File: config.mk
export PLATFORM = sky130hd
export DESIGN_NAME = wasm_stack_seq
export DESIGN_NICKNAME = d
export VERILOG_FILES = /design/src/rtl/wasm_stack_seq.sv
export SDC_FILE = /design/constraint.sdc
export NUM_CORES = 1
export LEC_CHECK = 0
export ABC_AREA = 0
export BUFFER_PORTS_ARGS = -buffer_cell sky130_fd_sc_hd__buf_2
export CAP_MARGIN = 5
export CORE_MARGIN = 2
export CORE_UTILIZATION = 50
export CTS_BUF_LIST = sky130_fd_sc_hd__clkbuf_8
export CTS_CLUSTER_SIZE = 25
export DETAILED_ROUTE_END_ITERATION = 12
export GPL_TIMING_DRIVEN = 0
export PLACE_DENSITY = 0.8
export SYNTH_ARGS = -nofsm -noshare
export SYNTH_HDL_FRONTEND = slang
export SYNTH_SLANG_ARGS = --single-unit
File: constraint.sdc
create_clock -name clk -period 6.61 [get_ports clk]
set_clock_uncertainty 0.1 [all_clocks]
set_input_delay 1.322 -clock clk [delete_from_list [all_inputs] [get_ports clk]]
set_output_delay 1.322 -clock clk [all_outputs]
set_load 0.01 [all_outputs]
File: src/rtl/wasm_stack_seq.sv
// wasm_stack_seq: turns one stack command into per-cycle push/pop/peek/set-SP strobes with operand checks
module wasm_stack_seq #(
  parameter int DEPTH = 1024,
  parameter int MAX_ARITY = 4,
  parameter logic [3:0] TYPE_I32 = 4'h1
) (
  input  logic        clk,
  input  logic        rst,
  input  logic        cmd_valid,
  output logic        cmd_ready,
  input  logic [2:0]  cmd_op,
  input  logic [67:0] cmd_data,
  input  logic [3:0]  cmd_type,
  input  logic [15:0] cmd_height,
  input  logic [7:0]  cmd_arity,
  output logic        rsp_valid,
  output logic [1:0]  rsp_err,
  input  logic [15:0] stk_ptr,
  input  logic [67:0] stk_pop_data,
  input  logic [67:0] stk_peek_data,
  output logic        stk_push_en,
  output logic        stk_pop_en,
  output logic        stk_set_sp_en,
  output logic [67:0] stk_push_data,
  output logic [15:0] stk_peek_offset,
  output logic [15:0] stk_set_sp_value,
  output logic        alu_start,
  output logic [67:0] alu_a,
  output logic [67:0] alu_b,
  input  logic        alu_done,
  input  logic [67:0] alu_result
);
  localparam int IW = $clog2(MAX_ARITY);
  typedef enum logic [3:0] {
    IDLE, S_PUSH, S_DROP, S_BAD, POP_B, POP_A, ALU_WAIT, PUSH_R,
    SEL_C, SEL_V2, SEL_V1, SEL_PUSH, U_CHK, GATHER, U_SET, REPUSH
  } state_t;
  state_t st, nxt;
  logic [67:0] data, a, b;
  logic [67:0] stash [MAX_ARITY];
  logic [3:0]  typ;
  logic [15:0] height;
  logic [7:0]  ar;
  logic [IW-1:0] idx;
  logic cnd, done, under;
  logic [1:0] err;
  assign cmd_ready = st == IDLE;
  assign alu_a = a;
  assign alu_b = b;
  assign under = {1'b0, stk_ptr} < {1'b0, height} + 17'(ar);
  assign stk_peek_offset = (st == U_CHK || st == GATHER) ? 16'(idx) : '0;
  assign stk_set_sp_value = stk_set_sp_en ? height : '0;
  always_comb begin
    nxt = st;
    err = 2'd0;
    done = 1'b0;
    stk_push_en = 1'b0;
    stk_pop_en = 1'b0;
    stk_set_sp_en = 1'b0;
    stk_push_data = '0;
    alu_start = 1'b0;
    case (st)
      IDLE: if (cmd_valid) nxt = cmd_op == 3'd0 ? S_PUSH : cmd_op == 3'd1 ? S_DROP : cmd_op == 3'd2 ? POP_B :
                                 cmd_op == 3'd3 ? SEL_C : cmd_op == 3'd4 ? U_CHK : S_BAD;
      S_PUSH: begin
        err = 32'(stk_ptr) >= DEPTH ? 2'd2 : 2'd0;
        stk_push_en = 1'b1;
        stk_push_data = data;
        done = 1'b1;
      end
      S_DROP: begin
        err = stk_ptr == 16'd0 ? 2'd1 : 2'd0;
        stk_pop_en = 1'b1;
        done = 1'b1;
      end
      S_BAD: err = 2'd3;
      POP_B: begin
        err = stk_ptr < 16'd2 ? 2'd1 : stk_pop_data[67:64] != typ ? 2'd3 : 2'd0;
        stk_pop_en = 1'b1;
        nxt = POP_A;
      end
      POP_A: begin
        err = stk_pop_data[67:64] != typ ? 2'd3 : 2'd0;
        stk_pop_en = 1'b1;
        nxt = ALU_WAIT;
      end
      ALU_WAIT: begin
        alu_start = 1'b1;
        nxt = alu_done ? PUSH_R : ALU_WAIT;
      end
      PUSH_R: begin
        stk_push_en = 1'b1;
        stk_push_data = b;
        done = 1'b1;
      end
      SEL_C: begin
        err = stk_ptr < 16'd3 ? 2'd1 : 2'd0;
        stk_pop_en = 1'b1;
        nxt = SEL_V2;
      end
      SEL_V2: begin
        err = b[67:64] != TYPE_I32 ? 2'd3 : 2'd0;
        stk_pop_en = 1'b1;
        nxt = SEL_V1;
      end
      SEL_V1: begin
        err = stk_pop_data[67:64] != a[67:64] ? 2'd3 : 2'd0;
        stk_pop_en = 1'b1;
        nxt = SEL_PUSH;
      end
      SEL_PUSH: begin
        stk_push_en = 1'b1;
        stk_push_data = cnd ? b : a;
        done = 1'b1;
      end
      U_CHK: begin
        err = 32'(ar) > MAX_ARITY ? 2'd3 : under ? 2'd1 : 2'd0;
        stk_set_sp_en = ar == 8'd0;
        done = ar == 8'd0;
        nxt = ar == 8'd1 ? U_SET : GATHER;
      end
      GATHER: nxt = idx == IW'(ar - 8'd1) ? U_SET : GATHER;
      U_SET: begin
        stk_set_sp_en = 1'b1;
        nxt = REPUSH;
      end
      REPUSH: begin
        stk_push_en = 1'b1;
        stk_push_data = stash[idx];
        done = idx == '0;
      end
      default: nxt = IDLE;
    endcase
    // a failed check suppresses every strobe of that cycle
    if (err != 2'd0) begin
      stk_push_en = 1'b0;
      stk_pop_en = 1'b0;
      stk_set_sp_en = 1'b0;
      stk_push_data = '0;
    end
    if (done || err != 2'd0) nxt = IDLE;
    rsp_valid = done || err != 2'd0;
    rsp_err = err;
  end
  always_ff @(posedge clk) begin
    if (rst) begin
      st <= IDLE;
      data <= '0;
      a <= '0;
      b <= '0;
      typ <= '0;
      height <= '0;
      ar <= '0;
      idx <= '0;
      cnd <= 1'b0;
      for (int i = 0; i < MAX_ARITY; i++) stash[i] <= '0;
    end else begin
      st <= nxt;
      if (st == IDLE && cmd_valid) begin
        data <= cmd_data;
        typ <= cmd_type;
        height <= cmd_height;
        ar <= cmd_arity;
        idx <= '0;
      end
      case (st)
        POP_B, SEL_C, SEL_V1: b <= stk_pop_data;
        POP_A: a <= stk_pop_data;
        ALU_WAIT: if (alu_done) b <= alu_result;
        SEL_V2: begin
          a <= stk_pop_data;
          cnd <= b[31:0] != 32'd0;
        end
        U_CHK, GATHER: begin
          stash[idx] <= stk_peek_data;
          idx <= idx + 1'b1;
        end
        U_SET: idx <= IW'(ar - 8'd1);
        REPUSH: idx <= idx - 1'b1;
        default: ;
      endcase
    end
  end
endmodule

* After elaboration in Yosys (flattened, before gate mapping)
Memories as Yosys holds them, arrays and structs flattened. A register that Yosys moved wholly into a read port is not among the register bits.
Cells that the tools add are included.
** Operators by class
- Multiplexer cells :: 47
- Add/sub/neg operators :: 4
- Equality and inequality tests :: 26
- Shift-type cells :: 0
- Bitwise gates (word level) :: 0
- $lt $le $gt $ge :: 5
- Reduce and logical (&&, ||, !) cells :: 23
- Multipliers :: 0
- Div/mod/pow operators :: 0
** Operator list (count)
- 2-to-1 mux 68 bit :: 4
- one-hot mux 68 bit (4 select lines) :: 1
- one-hot mux 68 bit (2 select lines) :: 1
- OR reduction 68 bit :: 1
- one-hot mux 4 bit (10 select lines) :: 1
- equality test 4 bit, second input constant :: 8
- < comparator 16 x 2 -> 1 bit, second input constant :: 2
- nonzero test 32 bit :: 1
- 2-to-1 mux 2 bit :: 13
- 2-to-1 mux 4 bit :: 6
- one-hot mux 2 bit (9 select lines) :: 1
- adder 16 x 8 -> 17 bit :: 1
- < comparator 16 x 17 -> 1 bit :: 1
- equality test 4 x 3 -> 1 bit, second input constant :: 4
- greater-or-equal comparator 16 x 11 -> 1 bit, second input constant :: 1
- zero test 16 bit :: 1
- 2-to-1 mux 1 bit :: 16
- 2-to-1 mux 16 bit :: 1
- nonzero test 10 bit :: 1
- equality test 4 x 2 -> 1 bit, second input constant :: 2
- equality test 8 x 1 -> 1 bit, second input constant :: 1
- greater-than comparator 8 x 3 -> 1 bit, second input constant :: 1
- zero test 8 bit :: 1
- inequality test 4 bit :: 2
- other kinds (24) :: 33
** Storage, ports and cells
- ROM bits :: 0
- Register bits after elaboration :: 239
- Bits of input ports :: 323
- Bits in latches :: 0
- Output and inout bits :: 244
- Memories :: 1
- RAM bits :: 272
- Logic and storage cells :: 115
** Memory list
- stash :: words 4, width 68, read ports 1, clocked after Yosys merged registers in 1, write ports 4, line 40 : logic [67:0] stash [MAX_ARITY];

* Longest topological paths before layout
- Depth in word-level cells :: 8
- Gate-level depth with buffers :: 15
- Gate-level depth less buffers :: 14

* Least setup slack after synthesis
Ideal clock, no wire load.
- Path kind :: register -> register
- Start :: register idx[0]
- End :: memory stash[0][0], enable pin
- Stages on the path, launching flop included :: 6
- Period minus slack after synthesis :: 6.824 ns
- Buffers on the path :: 3
- Arrival :: 6.128 ns
- Required time :: 5.915 ns
- Library setup time :: 0.595 ns
- Slack :: -0.214 ns
- Cells stage by stage :: dfxtp_1 > clkbuf_1 > or2_2 > clkbuf_1 > clkbuf_1 > o31ai_1
** RTL lines
- start: declaration :: line 44 : logic [IW-1:0] idx;
- start signal: assignment :: line 176 : idx <= idx + 1'b1;
- start signal: assignment :: line 178 : U_SET: idx <= IW'(ar - 8'd1);
- start signal: assignment :: line 179 : REPUSH: idx <= idx - 1'b1;
- end: declaration :: line 40

* Worst setup path in the final report
- Start :: register ar[0]
- End :: output port rsp_err[0]
** On the way
- Cells in the longest elaborated chain, start to end :: 5
- Elaborated cells on any way between the ends :: 6
- Classes of those cells :: 1 x add/sub; 2 x order compare; 3 x mux
** Ends and longest elaborated chain
- start: declaration :: line 43 : logic [7:0] ar;
- start signal: assignment :: line 163 : ar <= cmd_arity;
- adder 16 x 8 -> 17 bit :: line 50 : assign under = {1'b0, stk_ptr} < {1'b0, height} + 17'(ar);
- < comparator 16 x 17 -> 1 bit :: line 50
- 2-to-1 mux 1 bit :: line 117 : err = 32'(ar) > MAX_ARITY ? 2'd3 : under ? 2'd1 : 2'd0;
- 2-to-1 mux 2 bit * :: line 117
- one-hot mux 2 bit (9 select lines) * :: line 62 : case (st)
- end: declaration :: line 17 : output logic [1:0] rsp_err,
Mark *: on every way between the ends. The rest lies on a longest branch, timed or not.

==> run summary <==
GR peak layer = met2
Longest Clk Path Bufs = 3
Routed Antenna Nets = 0
Outcome = finished, final reports clean
RSZ-0062 raised after global routing = no
CP arrival = 4.84 ns
Gr ovfl total = 0
Via count = 21520
GRT Total Usage = 35.00%
Fmax = 159.6 MHz
Crit Path Class = reg2out
Clk_lat worst skew = 0.69 ns
Slew Viols, Final = 0
Post-Syn Instances = 2288
Starting DRT DRC Count = 3063
Post-synth top area share = 34.73%
Fin. Hold Viols = 0
Startpoint types = register
DR WL/cell = 24.10 um
DIE AREA = 48780 um2
Largest net degree at the start of global routing = 51
# DRC = 0
Vias per inst = 5.927
Initial core utilization = 50.62%
Num ports = 567
Root buffer cell = clkbuf_8
Htree depth = 3
Ys async rst share = 0%
Max_slew headroom = 12.61%
Lkg Pwr = 0.01196 uW
Share of layout cells above drive strength 1 = 27.71%
CP max FO = 10
Fin crit share = 94.77%
Most frequent cell after synthesis = nand2_1
Synth-to-layout area growth = 23.51%
Nets = 3295
Initial antenna violation count = 12
Worst-Margin Slew = 1.311 ns
Hold WS = 0.3570 ns
Core area = 46460 um2
Post-CTS Hold Fix Bufs = 0
Worst vdd ir = 227.2 uV
Hold WC Path Type = reg2reg
Reg clk slew, reported paths = 0.07 ns
Finish-stage setup viols = 0
Ranking of synthesized cells by area = edfxtp_1 (35%), dfxtp_1 (21%), nand2_1 (7.7%)
First-pass GRT wire length = 128.8 mm
Distinct cell type count after synthesis = 78
Vias in the first global route = 21340
Crit path required time = 5.19 ns
Largest area contributor in the netlist = edfxtp_1
Die width = 220.9 um
Yosys warns = 0
Number of synthesized flops with an enable pin = 272
CTS tree = yes
PD cells = 320.1 nW/um2
#FFs+latches synth = 513
Die H = 220.9 um
Drt first pass iters = 7
Inserted Clock Buffers = 85
Most used DFF post-synth = edfxtp_1
Tmin final = 6.264 ns
Met2 global-route usage = 58.00%
Dpl hpwl = 64.54 mm
Final Util = 62.52%
CTS Sinks = 513
Met1 usage = 43.25%
IO buf count = 551
GPL Wtd Cong = 0.9754
Sequential share of the synthesized area = 55.25%
Avg Cell Area, Syn = 10.28 um2
Mapped cell area = 23520 um2
Max Cap Viol = 0
Synth top cells by count = nand2_1 (485), nor2_1 (294), edfxtp_1 (272), a21oi_1 (258), dfxtp_1 (241)
Routed WL = 87.50 mm
FP Rows = 79
Met3 Track Usage GR = 7.688%
Crit end category = output port
-- worst paths after layout --
kind	startpoint	endpoint	slack (ns)	cells past startpoint
setup reg to reg	ar[0]$_SDFFE_PP0P_	st[1]$_SDFFE_PP0P_	2.59	15
hold / removal	data[33]$_SDFFE_PP0P_	data[33]$_SDFFE_PP0P_	0.36	2
setup / recovery	ar[0]$_SDFFE_PP0P_	rsp_err[0]	0.35	16
hold reg to reg	data[33]$_SDFFE_PP0P_	data[33]$_SDFFE_PP0P_	0.36	2
-- where the power goes --
part	leakage [uW]	internal (uW)	switching, uW
logic	0.00617	816	1630
registers	0.00477	3700	295
clock network	0.00102	1540	1320
total	0.0120	6060	3240
-- critical path, stage by stage, from the launching register on --
cell,delay [ns]
dfxtp_1,0.49
ha_1,0.26
fa_1,0.21
a21o_1,0.14
nand4_1,0.17
a21oi_2,0.28
nor2b_1,0.22
xnor2_1,0.15
ha_1,0.28
a21oi_1,0.13
o21ai_1,0.10
a2111oi_1,0.39
a211oi_1,0.18
a2111oi_4,0.37
clkbuf_4,0.33
nand4b_1,0.25
buf_2,0.19
-- routing by layer --
| layer | share of wire [%] | routed length [um] | vias up |
|---|---|---|---|
| met4 | 5.0 | 4395 | 6 |
| li1 | - | - | 9454 |
| met2 | 48 | 41880 | 1439 |
| met1 | 37 | 32190 | 10370 |
| met5 | 0.047 | 41 | - |
| met3 | 10 | 8993 | 243 |
-- state kept, by name, summed over array words and instances, names as in the netlist, named ones only --
name / count
ar: 8
st: 4
stash: 272
alu_b: 68
height: 16
alu_a: 68
typ: 4
data: 68
cnd: 1
idx: 2
-- kinds of logic after synthesis --
| family | share of synthesized area [%] |
|---|---|
| AO/OA/AOI/OAI | 12.39 |
| XOR/XNOR | 1.006 |
| adder cells (fa/ha/maj) | 1.415 |
| buffers and inverters | 5.108 |
| flip-flops | 55.25 |
| multiplexers | 9.540 |
| other | 0.01595 |
| AND/OR/NAND/NOR | 15.27 |
-- final cells by class --
type / instances / area, um2
fillers: 3804 / 17410
flip-flops and latches: 513 / 12990
clock inverters: 57 / 344.1
well taps: 607 / 759.5
multi-input cells: 1520 / 9408
plain buffers: 192 / 918.4
repair buffers: 558 / 2930
clock buffers: 101 / 1390
inverters: 76 / 285.3
diodes: 6 / 15.01
-- repair_timing --
| action | in CTS | in global routing |
|---|---|---|
| resized for setup | 0 | 2 |
| setup buffers | 0 | 0 |
| endpoints found under the hold margin | 0 | 0 |
| setup endpoints to repair | 0 | 6 |
-- stage by stage --
stage | std cells | setup TNS [ns] | cell area [um2] | power, uW | setup slack [ns]
6_report | 3630 | 0 | 29040 | 9298 | 0.3457
5_1_grt | 3630 | 0 | 29040 | 9643 | 0.01969
4_1_cts | 3624 | 0 | 29020 | 9260 | 0.1642
3_5_place_dp | 3466 | 0 | 27290 | 6441 | 0.9500
3_3_place_gp | 3459 | -54.85 | 27090 | 6369 | -0.8126
2_1_floorplan | 2301 | 0 | 23570 | 5343 | 1.778
-- layout by cell type, fill, tap and decap left out, drive strengths merged, types with 10 or more instances in the layout --
cell type / count
buf: 611
nand2: 486
nor2: 295
edfxtp: 272
a21oi: 260
dfxtp: 241
clkbuf: 239
inv: 114
mux2i: 70
a211oi: 70
mux4: 68
a222oi: 67
ha: 25
xor2: 18
nor3b: 17
conb: 14
nor4: 13
nor3: 12
clkinv: 12
o21ai: 10
Power figures use the tool's default switching activity.
